--- src/rtl/hazard_ctrl_unit_pkg.sv ---
`default_nettype none
// ============================================================================
// Module   : hazard_ctrl_unit_pkg
// Purpose  : Shared encodings, shadow-stage records and match helper for the
//            RV32I pipeline hazard controller.
// Revision : 1.0 - initial release
// ============================================================================
package hazard_ctrl_unit_pkg;

   localparam logic [1:0] RESULT_LOAD = 2'b01;
   localparam logic [4:0] REG_X0      = 5'd0;

   typedef enum logic [1:0] {
      FWD_RF = 2'b00,
      FWD_W  = 2'b01,
      FWD_M  = 2'b10
   } fwd_sel_e;

   typedef struct packed {
      logic [4:0] rs1;
      logic [4:0] rs2;
      logic [4:0] rd;
      logic       regwrite;
      logic       load;
   } e_stage_t;

   typedef struct packed {
      logic [4:0] rd;
      logic       regwrite;
   } wb_stage_t;

   // A producer matches a consumer only if it really writes a non-x0 register.
   function automatic logic fwd_hit(input logic regwrite, input logic [4:0] rd,
                                    input logic [4:0] rs);
      return regwrite && (rd != REG_X0) && (rd == rs);
   endfunction

endpackage
`default_nettype wire

--- src/rtl/hazard_ctrl_unit_if.sv ---
`default_nettype none
// ============================================================================
// Module   : hazard_ctrl_unit_if
// Purpose  : Datapath <-> hazard controller bundle (Decode fields in,
//            stall/flush/forward controls and event counters out).
// Revision : 1.0 - initial release
// ============================================================================
interface hazard_ctrl_unit_if #(
   parameter int CNT_W = 16
);
   logic [4:0]       Rs1D;
   logic [4:0]       Rs2D;
   logic [4:0]       RdD;
   logic             RegWriteD;
   logic [1:0]       ResultSrcD;
   logic             PCSrcE;
   logic             StallF;
   logic             StallD;
   logic             FlushD;
   logic             FlushE;
   logic [1:0]       ForwardAE;
   logic [1:0]       ForwardBE;
   logic [CNT_W-1:0] StallCount;
   logic [CNT_W-1:0] FlushCount;

   modport master (
      output Rs1D, Rs2D, RdD, RegWriteD, ResultSrcD, PCSrcE,
      input  StallF, StallD, FlushD, FlushE, ForwardAE, ForwardBE,
             StallCount, FlushCount
   );

   modport slave (
      input  Rs1D, Rs2D, RdD, RegWriteD, ResultSrcD, PCSrcE,
      output StallF, StallD, FlushD, FlushE, ForwardAE, ForwardBE,
             StallCount, FlushCount
   );
endinterface
`default_nettype wire

--- src/rtl/hazard_ctrl_unit_fwd_select.sv ---
`default_nettype none
// ============================================================================
// Module   : fwd_select
// Purpose  : Operand bypass select for one Execute source register; the
//            Memory-stage result wins over the Writeback-stage result.
// Revision : 1.0 - initial release
// ============================================================================
module fwd_select (
   input  wire logic [4:0] i_rs,
   input  wire logic [4:0] i_rd_m,
   input  wire logic       i_regwrite_m,
   input  wire logic [4:0] i_rd_w,
   input  wire logic       i_regwrite_w,
   output logic [1:0]      o_sel
);
   import hazard_ctrl_unit_pkg::*;

   always_comb begin
      o_sel = FWD_RF;
      if (fwd_hit(i_regwrite_m, i_rd_m, i_rs)) begin
         o_sel = FWD_M;
      end else if (fwd_hit(i_regwrite_w, i_rd_w, i_rs)) begin
         o_sel = FWD_W;
      end
   end
endmodule
`default_nettype wire

--- src/rtl/hazard_ctrl_unit.sv ---
`default_nettype none
// ============================================================================
// Module   : hazard_ctrl_unit
// Purpose  : 5-stage RV32I hazard controller tracking its own E/M/W shadow of
//            register fields; drives stall, flush, forwarding and counters.
// Revision : 1.0 - initial release
// ============================================================================
module hazard_ctrl_unit #(
   parameter int CNT_W = 16
) (
   input  wire logic         clk,
   input  wire logic         reset,
   hazard_ctrl_unit_if.slave bus
);
   import hazard_ctrl_unit_pkg::*;

   localparam logic [CNT_W-1:0] c_cnt_max = {CNT_W{1'b1}};
   localparam logic [CNT_W-1:0] c_cnt_one = {{(CNT_W-1){1'b0}}, 1'b1};

   e_stage_t         r_e;
   wb_stage_t        r_m;
   wb_stage_t        r_w;
   logic [CNT_W-1:0] r_stall_cnt;
   logic [CNT_W-1:0] r_flush_cnt;

   logic             w_lw_stall;
   logic             w_flush_e;
   logic [1:0]       w_fwd_a;
   logic [1:0]       w_fwd_b;

   // Load in E whose result the Decode instruction needs: one bubble cycle.
   assign w_lw_stall = r_e.load && r_e.regwrite && (r_e.rd != REG_X0) &&
                       ((r_e.rd == bus.Rs1D) || (r_e.rd == bus.Rs2D));
   assign w_flush_e  = w_lw_stall || bus.PCSrcE;

   always_ff @(posedge clk) begin
      if (reset) begin
         r_e         <= '0;
         r_m         <= '0;
         r_w         <= '0;
         r_stall_cnt <= '0;
         r_flush_cnt <= '0;
      end else begin
         if (w_flush_e) begin
            r_e <= '0;
         end else begin
            r_e.rs1      <= bus.Rs1D;
            r_e.rs2      <= bus.Rs2D;
            r_e.rd       <= bus.RdD;
            r_e.regwrite <= bus.RegWriteD;
            r_e.load     <= (bus.ResultSrcD == RESULT_LOAD);
         end
         r_m.rd       <= r_e.rd;
         r_m.regwrite <= r_e.regwrite;
         r_w          <= r_m;
         if (w_lw_stall && (r_stall_cnt != c_cnt_max)) begin
            r_stall_cnt <= r_stall_cnt + c_cnt_one;
         end
         if (bus.PCSrcE && (r_flush_cnt != c_cnt_max)) begin
            r_flush_cnt <= r_flush_cnt + c_cnt_one;
         end
      end
   end

   fwd_select u_fwd_a (
      .i_rs         (r_e.rs1),
      .i_rd_m       (r_m.rd),
      .i_regwrite_m (r_m.regwrite),
      .i_rd_w       (r_w.rd),
      .i_regwrite_w (r_w.regwrite),
      .o_sel        (w_fwd_a)
   );

   fwd_select u_fwd_b (
      .i_rs         (r_e.rs2),
      .i_rd_m       (r_m.rd),
      .i_regwrite_m (r_m.regwrite),
      .i_rd_w       (r_w.rd),
      .i_regwrite_w (r_w.regwrite),
      .o_sel        (w_fwd_b)
   );

   assign bus.StallF     = w_lw_stall;
   assign bus.StallD     = w_lw_stall;
   assign bus.FlushD     = bus.PCSrcE;
   assign bus.FlushE     = w_flush_e;
   assign bus.ForwardAE  = w_fwd_a;
   assign bus.ForwardBE  = w_fwd_b;
   assign bus.StallCount = r_stall_cnt;
   assign bus.FlushCount = r_flush_cnt;
endmodule
`default_nettype wire

--- src/flat_wrapper.sv ---
// flat-port wrapper written by rule: the top's interface ports become plain ports
module hazard_ctrl_unit_flat import hazard_ctrl_unit_pkg::*;
#(
   parameter int CNT_W = 16
)
  (clk, reset, bus_Rs1D, bus_Rs2D, bus_RdD, bus_RegWriteD, bus_ResultSrcD, bus_PCSrcE, bus_StallF, bus_StallD, bus_FlushD, bus_FlushE, bus_ForwardAE, bus_ForwardBE, bus_StallCount, bus_FlushCount);
  hazard_ctrl_unit_if #(.CNT_W(CNT_W)) bus_i ();
  input  wire logic clk;
  input  wire logic reset;
  input wire logic [$bits(bus_i.Rs1D)-1:0] bus_Rs1D;
  input wire logic [$bits(bus_i.Rs2D)-1:0] bus_Rs2D;
  input wire logic [$bits(bus_i.RdD)-1:0] bus_RdD;
  input wire logic [$bits(bus_i.RegWriteD)-1:0] bus_RegWriteD;
  input wire logic [$bits(bus_i.ResultSrcD)-1:0] bus_ResultSrcD;
  input wire logic [$bits(bus_i.PCSrcE)-1:0] bus_PCSrcE;
  output wire logic [$bits(bus_i.StallF)-1:0] bus_StallF;
  output wire logic [$bits(bus_i.StallD)-1:0] bus_StallD;
  output wire logic [$bits(bus_i.FlushD)-1:0] bus_FlushD;
  output wire logic [$bits(bus_i.FlushE)-1:0] bus_FlushE;
  output wire logic [$bits(bus_i.ForwardAE)-1:0] bus_ForwardAE;
  output wire logic [$bits(bus_i.ForwardBE)-1:0] bus_ForwardBE;
  output wire logic [$bits(bus_i.StallCount)-1:0] bus_StallCount;
  output wire logic [$bits(bus_i.FlushCount)-1:0] bus_FlushCount;
  assign bus_i.Rs1D = bus_Rs1D;
  assign bus_i.Rs2D = bus_Rs2D;
  assign bus_i.RdD = bus_RdD;
  assign bus_i.RegWriteD = bus_RegWriteD;
  assign bus_i.ResultSrcD = bus_ResultSrcD;
  assign bus_i.PCSrcE = bus_PCSrcE;
  assign bus_StallF = bus_i.StallF;
  assign bus_StallD = bus_i.StallD;
  assign bus_FlushD = bus_i.FlushD;
  assign bus_FlushE = bus_i.FlushE;
  assign bus_ForwardAE = bus_i.ForwardAE;
  assign bus_ForwardBE = bus_i.ForwardBE;
  assign bus_StallCount = bus_i.StallCount;
  assign bus_FlushCount = bus_i.FlushCount;
  hazard_ctrl_unit #(.CNT_W(CNT_W)) u_core (.clk(clk), .reset(reset), .bus(bus_i));
endmodule
--- config.mk ---
export PLATFORM = sky130hd
export DESIGN_NAME = hazard_ctrl_unit_flat
export DESIGN_NICKNAME = d
export VERILOG_FILES = /design/src/rtl/hazard_ctrl_unit_pkg.sv /design/src/rtl/hazard_ctrl_unit_if.sv /design/src/rtl/hazard_ctrl_unit_fwd_select.sv /design/src/rtl/hazard_ctrl_unit.sv /design/src/flat_wrapper.sv
export SDC_FILE = /design/constraint.sdc
export NUM_CORES = 1
export LEC_CHECK = 0
export CORE_ASPECT_RATIO = 0.5
export CORE_MARGIN = 2
export CORE_UTILIZATION = 38
export DETAILED_ROUTE_END_ITERATION = 8
export HOLD_SLACK_MARGIN = 0.02
export PLACE_DENSITY = 0.73
export REMOVE_ABC_BUFFERS = 1
export SYNTH_ARGS = -nofsm -noshare
export SYNTH_HDL_FRONTEND = slang
export SYNTH_HIERARCHICAL = 1
export SYNTH_SLANG_ARGS = --single-unit
--- constraint.sdc ---
create_clock -name clk -period 3.5 [get_ports clk]
set_clock_uncertainty 0.1 [all_clocks]
set_input_delay 0.525 -clock clk [delete_from_list [all_inputs] [get_ports clk]]
set_output_delay 0.525 -clock clk [all_outputs]
set_load 0.005 [all_outputs]
# [Word level (Yosys, flattened, before mapping)]
# Index checks and enable logic that the tools add are counted.
[word_totals] register_bits=61 output_inout_bits=40 inputBits=21 elab_cells=43
[classes] n_eq_ne=9 add_sub_neg=2 muxes=4 n_reduce_logical=17
[op_table] operator="16-bit by 1-bit adder with 16-bit output (second input constant)" n=2
[op_table] operator="16-bit != test (second input constant)" n=2
[op_table] operator="5-bit == test" n=6
[op_table] operator="5-bit nonzero test" n=3
[op_table] operator="1-bit logical AND" n=11
[op_table] operator="2-bit 2-to-1 mux" n=2
[op_table] operator="2-bit by 1-bit == test with 1-bit output (second input constant)" n=1
[op_table] operator="1-bit logical OR" n=2
[op_table] operator="1-bit 2-to-1 mux" n=2
[op_table] operator="2-bit OR reduction" n=1

# [Depth between registers and ports, before layout]
# Gate-level depths: netlist of run 1.
[depth] depth_word=5 mapped_depth=7 mapped_depth_nobuf=6

# [Modules after synthesis]
# Netlist of run 1, hierarchy kept.
[by_module_without_submodules] module="hazard_ctrl_unit" n_inst=1 cells_per_inst=276 seq_area_each_um2=1221.2 area_each_um2=2615.0
[by_module_without_submodules] module="fwd_select" n_inst=2 cells_per_inst=20 seq_area_each_um2=0.0 area_each_um2=151.4

# [Least setup slack after synthesis of run 1]
# Ideal clock, no wire load.
[synth_path] kind="reg2out" from="register u_core/r_e[2] (netlist name)" to="output port bus_FlushE" path_buffers=1 arrival_time_ns=1.523 path_slack_ns=1.352 t_required_ns=2.875 stages_incl_launch_ff=6 cell_sequence="dfxtp_1 > or3_1 > o311a_1 > buf_6 > and2_1 > or2_1"
[synth_via] elab_chain_cells=4 word_cells_on_any_way=7 cone_classes="eq/ne: 2; reduce/logical: 5"
[synth_rtl] item="from (decl)" line="hazard_ctrl_unit.sv:20" text="e_stage_t r_e;"
[synth_rtl] item="5-bit == test or 5-bit nonzero test (tied branches)" line="hazard_ctrl_unit.sv:33, hazard_ctrl_unit.sv:32"
[synth_rtl] item="1-bit logical OR or 1-bit logical AND (tied branches)" line="hazard_ctrl_unit.sv:33, hazard_ctrl_unit.sv:32"
[synth_rtl] item="1-bit logical AND (*)" line="hazard_ctrl_unit.sv:32" text="assign w_lw_stall = r_e.load && r_e.regwrite && (r_e.rd != REG_X0) &&"
[synth_rtl] item="net bus_StallD" line="flat_wrapper.sv:17" text="output wire logic [$bits(bus_i.StallD)-1:0] bus_StallD;"
[synth_rtl] item="1-bit logical OR (*)" line="hazard_ctrl_unit.sv:34" text="assign w_flush_e = w_lw_stall || bus.PCSrcE;"
[synth_rtl] item="to (decl)" line="flat_wrapper.sv:19" text="output wire logic [$bits(bus_i.FlushE)-1:0] bus_FlushE;"
# The timed path passes the listed nets; every way through them passes the cells marked *.

# [Final worst setup path of run 1]
[layout_path] from="register u_core/r_e[2] (netlist name)" to="output port bus_FlushE"
[layout_via] elab_chain_cells=4 word_cells_on_any_way=7 cone_classes="eq/ne: 2; reduce/logical: 5"
[layout_rtl] item="5-bit == test or 5-bit nonzero test (tied branches)" line="hazard_ctrl_unit.sv:33, hazard_ctrl_unit.sv:32"
[layout_rtl] item="1-bit logical OR or 1-bit logical AND (tied branches)" line="hazard_ctrl_unit.sv:33, hazard_ctrl_unit.sv:32"
[layout_rtl] item="1-bit logical AND (*)" line="hazard_ctrl_unit.sv:32"
[layout_rtl] item="1-bit logical OR (*)" line="hazard_ctrl_unit.sv:34"
# Mark *: on every way between the ends. The rest lies on a longest branch, timed or not.

==> load_flow_metrics.sql, run 1 <==
INSERT INTO impl_metrics (metric_group, metric, value, unit) VALUES
('clock_tree', 'ctsLongestPathBuffers', '2', ''),
('hold_path', 'hold_path_startpoint', 'u_core/r_m[0]', ''),
('clock_tree', 'clock_sinks', '61', ''),
('finish', 'fillCellCount', '679', ''),
('floorplanning', 'die_height', '66.0', 'um'),
('power', 'static-leakage-power', '1.34', 'nW'),
('worst_setup_path', 'worstSetupEndpointType', 'primary output', ''),
('synthesis', 'async_flop_share', '0', '%'),
('finish', 'regArea', '1220', 'um^2'),
('clock_tree', 'ctsRootBufferMaster', 'clkbuf_16', ''),
('synthesis', 'synth_flop_cell', 'dfxtp_1', ''),
('floorplanning', 'core.rowCount', '22', ''),
('synthesis', 'seq_area_frac_synth', '41.9', '%'),
('synthesis', 'synth-seq-cells', '61', ''),
('clock_tree', 'clk_latency', '0.33', 'ns'),
('worst_setup_path', 'worst_setup_path_category', 'register to primary output', ''),
('sta', 'grt_setup_unrepaired', 'false', ''),
('status', 'outcome', 'completed', ''),
('sta', 'min_period', '3.07', 'ns'),
('sta', 'tns', '0', 'ns'),
('clock_tree', 'tritoncts', 'yes', ''),
('finish', 'antenna_cells', '0', ''),
('synthesis', 'synth_warnings', '6', ''),
('clock_tree', 'postCtsResizedCells', '0', ''),
('synthesis', 'netlist_area', '2920', 'um^2'),
('sta', 'fin_crit_sh', '87.8', '%'),
('hold_path', 'whs_path_depth', '1', ''),
('worst_setup_path', 'worst-path-max-fanout', '10', ''),
('detailed_routing', 'avgViaCountPerCell', '5.15', ''),
('detailed_routing', 'route.met3.wl', '330', 'um'),
('worst_setup_path', 'r2r_setup_slack', '1.29', 'ns'),
('floorplanning', 'io_pins', '61', ''),
('clock_tree', 'clkTransAtPathRegs', '0.05', 'ns'),
('detailed_routing', 'highest_layer', 'met4', ''),
('global_routing', 'grt_start_max_net_pins', '50', ''),
('global_routing', 'antenna_found_initial', '0', ''),
('sta', 'timing.max_slew.rel_slack', '39.7', '%'),
('finish', 'multi_input_area', '1610', 'um^2'),
('clock_tree', 'post-cts-setup-buffer-count', '0', ''),
('floorplanning', 'floorplan.initialDensity', '39.6', '%'),
('hold_path', 'worst_hold_path_type', 'register to register', ''),
('global_routing', 'grt_overflow', '0', ''),
('global_routing', 'grt_first_pass_wirelength', '11000', 'um'),
('detailed_routing', 'route.vias.total', '2455', ''),
('power', 'vdd_ir_drop_max', '0.193', 'mV'),
('worst_setup_path', 'reg2reg_capture_point', 'u_core/bus.FlushCount[7]', ''),
('floorplanning', 'placeableCoreArea', '7380', 'um^2'),
('clock_tree', 'count_of_h_tree_levels_built_during_cts', '3', ''),
('finish', 'final_layout_size_suffix_gt1_share', '7.87', '%'),
('finish', 'layout-area-overhead-vs-synth', '34.0', '%'),
('hold_path', 'hold-path-endpoint', 'u_core/r_w[0]', ''),
('floorplanning', 'dieWidth', '128', 'um'),
('power', 'power_density', '467', 'nW/um^2'),
('sta', 'finalHoldViolations', '0', ''),
('finish', 'fin_area', '3910', 'um^2'),
('worst_setup_path', 'startpoint_type', 'register', ''),
('detailed_routing', 'route.detailed.wl_per_inst', '13.8', 'um'),
('floorplanning', 'fp.dieArea', '8440', 'um^2'),
('worst_setup_path', 'r2r.worst_path.cells', '6', ''),
('finish', 'nets', '399', ''),
('sta', 'worstMarginPinSlew', '0.905', 'ns'),
('worst_setup_path', 'cp.arrival', '2.45', 'ns'),
('synthesis', 'netlist_instances', '316', ''),
('clock_tree', 'postCtsHoldBufs', '0', ''),
('detailed_routing', 'wl_met2', '2970', 'um'),
('place', 'finalWeightedCongestion', '0.843', ''),
('global_routing', 'via_count_of_the_first_global_routing_pass', '2228', ''),
('worst_setup_path', 'critical_r2r_launch', 'u_core/bus.FlushCount[0]', ''),
('sta', 'fmax', '326', 'MHz'),
('detailed_routing', 'drt-initial-drc-count', '109', ''),
('sta', 'finalSetupViolations', '0', '');
-- worst max-delay path by stage --
stage / start / to / slack, ns / depth (start not counted)
after floorplan: u_core/r_e[2] / bus_FlushE / 1.29 / 4
after global placement: bus_Rs1D[0] / bus_FlushE / 0.54 / 7
after detailed placement: bus_Rs1D[4] / bus_FlushE / 0.53 / 7
after CTS: u_core/r_e[2] / bus_FlushE / 0.40 / 5
after global routing: u_core/r_e[2] / bus_FlushE / 0.32 / 5
final: u_core/r_e[2] / bus_FlushE / 0.43 / 5
-- routing by layer --
| metal | up-vias | global-route usage [%] |
|---|---|---|
| li1 | 1254 | - |
| met1 | 1146 | 22.0 |
| met2 | 51 | 25.7 |
| met3 | 4 | 6.88 |
| met4 | 0 | 4.95 |
| met5 | - | 0 |
-- per-stage QoR --
stage	utilization [%]	std cells	hold WS, ns	total power [mW]	setup slack (ns)
floorplan	-	304	0.338	0.788	1.29
global placement	48.3	461	0.375	0.842	0.542
detailed placement	48.3	461	0.386	0.844	0.531
CTS	53.0	477	0.391	1.85	0.404
global route	53.0	477	0.414	1.89	0.319
finish	53.0	477	0.389	1.83	0.428
-- placed cells by master (no fill, tap or decap), types with 2 or more instances in the layout --
master           netlist  layout
clkbuf_8               0       4
mux2_1                 4       4
or2_1                  2       2
nor3_2                 2       2
nand3_1               15      15
o41ai_2                3       3
a311oi_1               2       2
o21ai_1                4       4
nand4_1               10      10
ha_1                   2       2
nor2b_1               16      16
a211oi_2               2       2
clkbuf_16              0       9
dfxtp_1               61      61
a211oi_1               4       4
inv_1                  3       3
bufinv_16              0       2
nor4_1                 8       8
clkdlybuf4s50_1        0      59
or4_1                  4       4
o21ai_0                4       4
and3_1                 5       5
and4_1                 2       2
nor3_1                 6       6
nor2_1                24      24
nand2_1               16      16
and2_1                19      19
a21oi_1               17      17
a41oi_1                2       2
or3_1                  7       7
xor2_1                 9       9
xnor2_1               30      30
o31ai_1                4       4
-- flip-flops by register name (all words and copies together) (netlist names) --
name                   count
u_core/r_m                 6
u_core/bus.FlushCount     16
u_core/r_w                 6
u_core/r_e                17
u_core/bus.StallCount     16
-- synthesized netlist by cell type (all sizes together), types with 2 or more instances --
cell type   n  area share (%)
inv         4            0.51
and2       19             4.1
o31ai       4             1.0
a2111oi     3             1.2
nand3      15             2.6
a21oi      17             2.9
and3        5             1.1
nor2       24             3.1
buf         7             2.0
or3         7             1.5
a211oi      7             2.6
ha          2            0.86
nor4        8             1.7
clkbuf      5            0.64
a41oi       2            0.60
xor2        9             2.7
or4         4             1.0
mux2        4             1.5
nor3        8             1.7
o21ai       8             1.4
a311oi      2            0.60
nor2b      16             3.4
o41ai       3             1.7
and4        2            0.60
dfxtp      61              42
nand4      10             2.1
nand2      17             2.4
xnor2      30             9.0
or2         3            0.64
-- final cells by class --
class                           instances  area share [%]
Clock buffer                           13            7.17
Clock inverter                          3            1.66
Inverter                                4           0.384
Multi-Input combinational cell        239            41.1
Sequential cell                        61            31.2
Tap cell                               96            3.07
Timing Repair Buffer                   61            15.4
-- power breakdown --
part	total, mW	internal, mW	leakage, nW	switching, mW
clock network	0.997	0.699	0.172	0.299
logic	0.104	0.0582	0.672	0.0456
registers	0.726	0.709	0.495	0.0171
-- logic make-up (layout without fill, tap and decap cells) --
family	Yosys count	after routing	synth area share, %
AND/OR/NAND/NOR	141	141	26.8
flip-flops	61	61	41.9
AO/OA/AOI/OAI	52	52	13.7
XOR/XNOR	39	39	11.7
buffers and inverters	16	81	3.13
multiplexers	5	5	1.89
adder cells (fa/ha/maj)	2	2	0.857
-- critical path: stages, from the launching register on --
cell and delay [ns]:
dfxtp_1 0.35, or3_1 0.39, o311a_1 0.47, and2_1 0.27, or2_1 0.21, clkdlybuf4s50_1 0.44
Note: power is estimated with default switching activity, not from simulation.
==> run 2: changes to the inputs <==
--- a/config.mk
+++ b/config.mk
@@ -8,6 +8,7 @@
 export CORE_ASPECT_RATIO = 0.5
 export CORE_MARGIN = 2
 export CORE_UTILIZATION = 38
+export CTS_CLUSTER_SIZE = 16
 export DETAILED_ROUTE_END_ITERATION = 8
 export HOLD_SLACK_MARGIN = 0.02
 export PLACE_DENSITY = 0.73
==> results of run 2 <==
Final layout, timing and power as in run 1 (identical DEF).
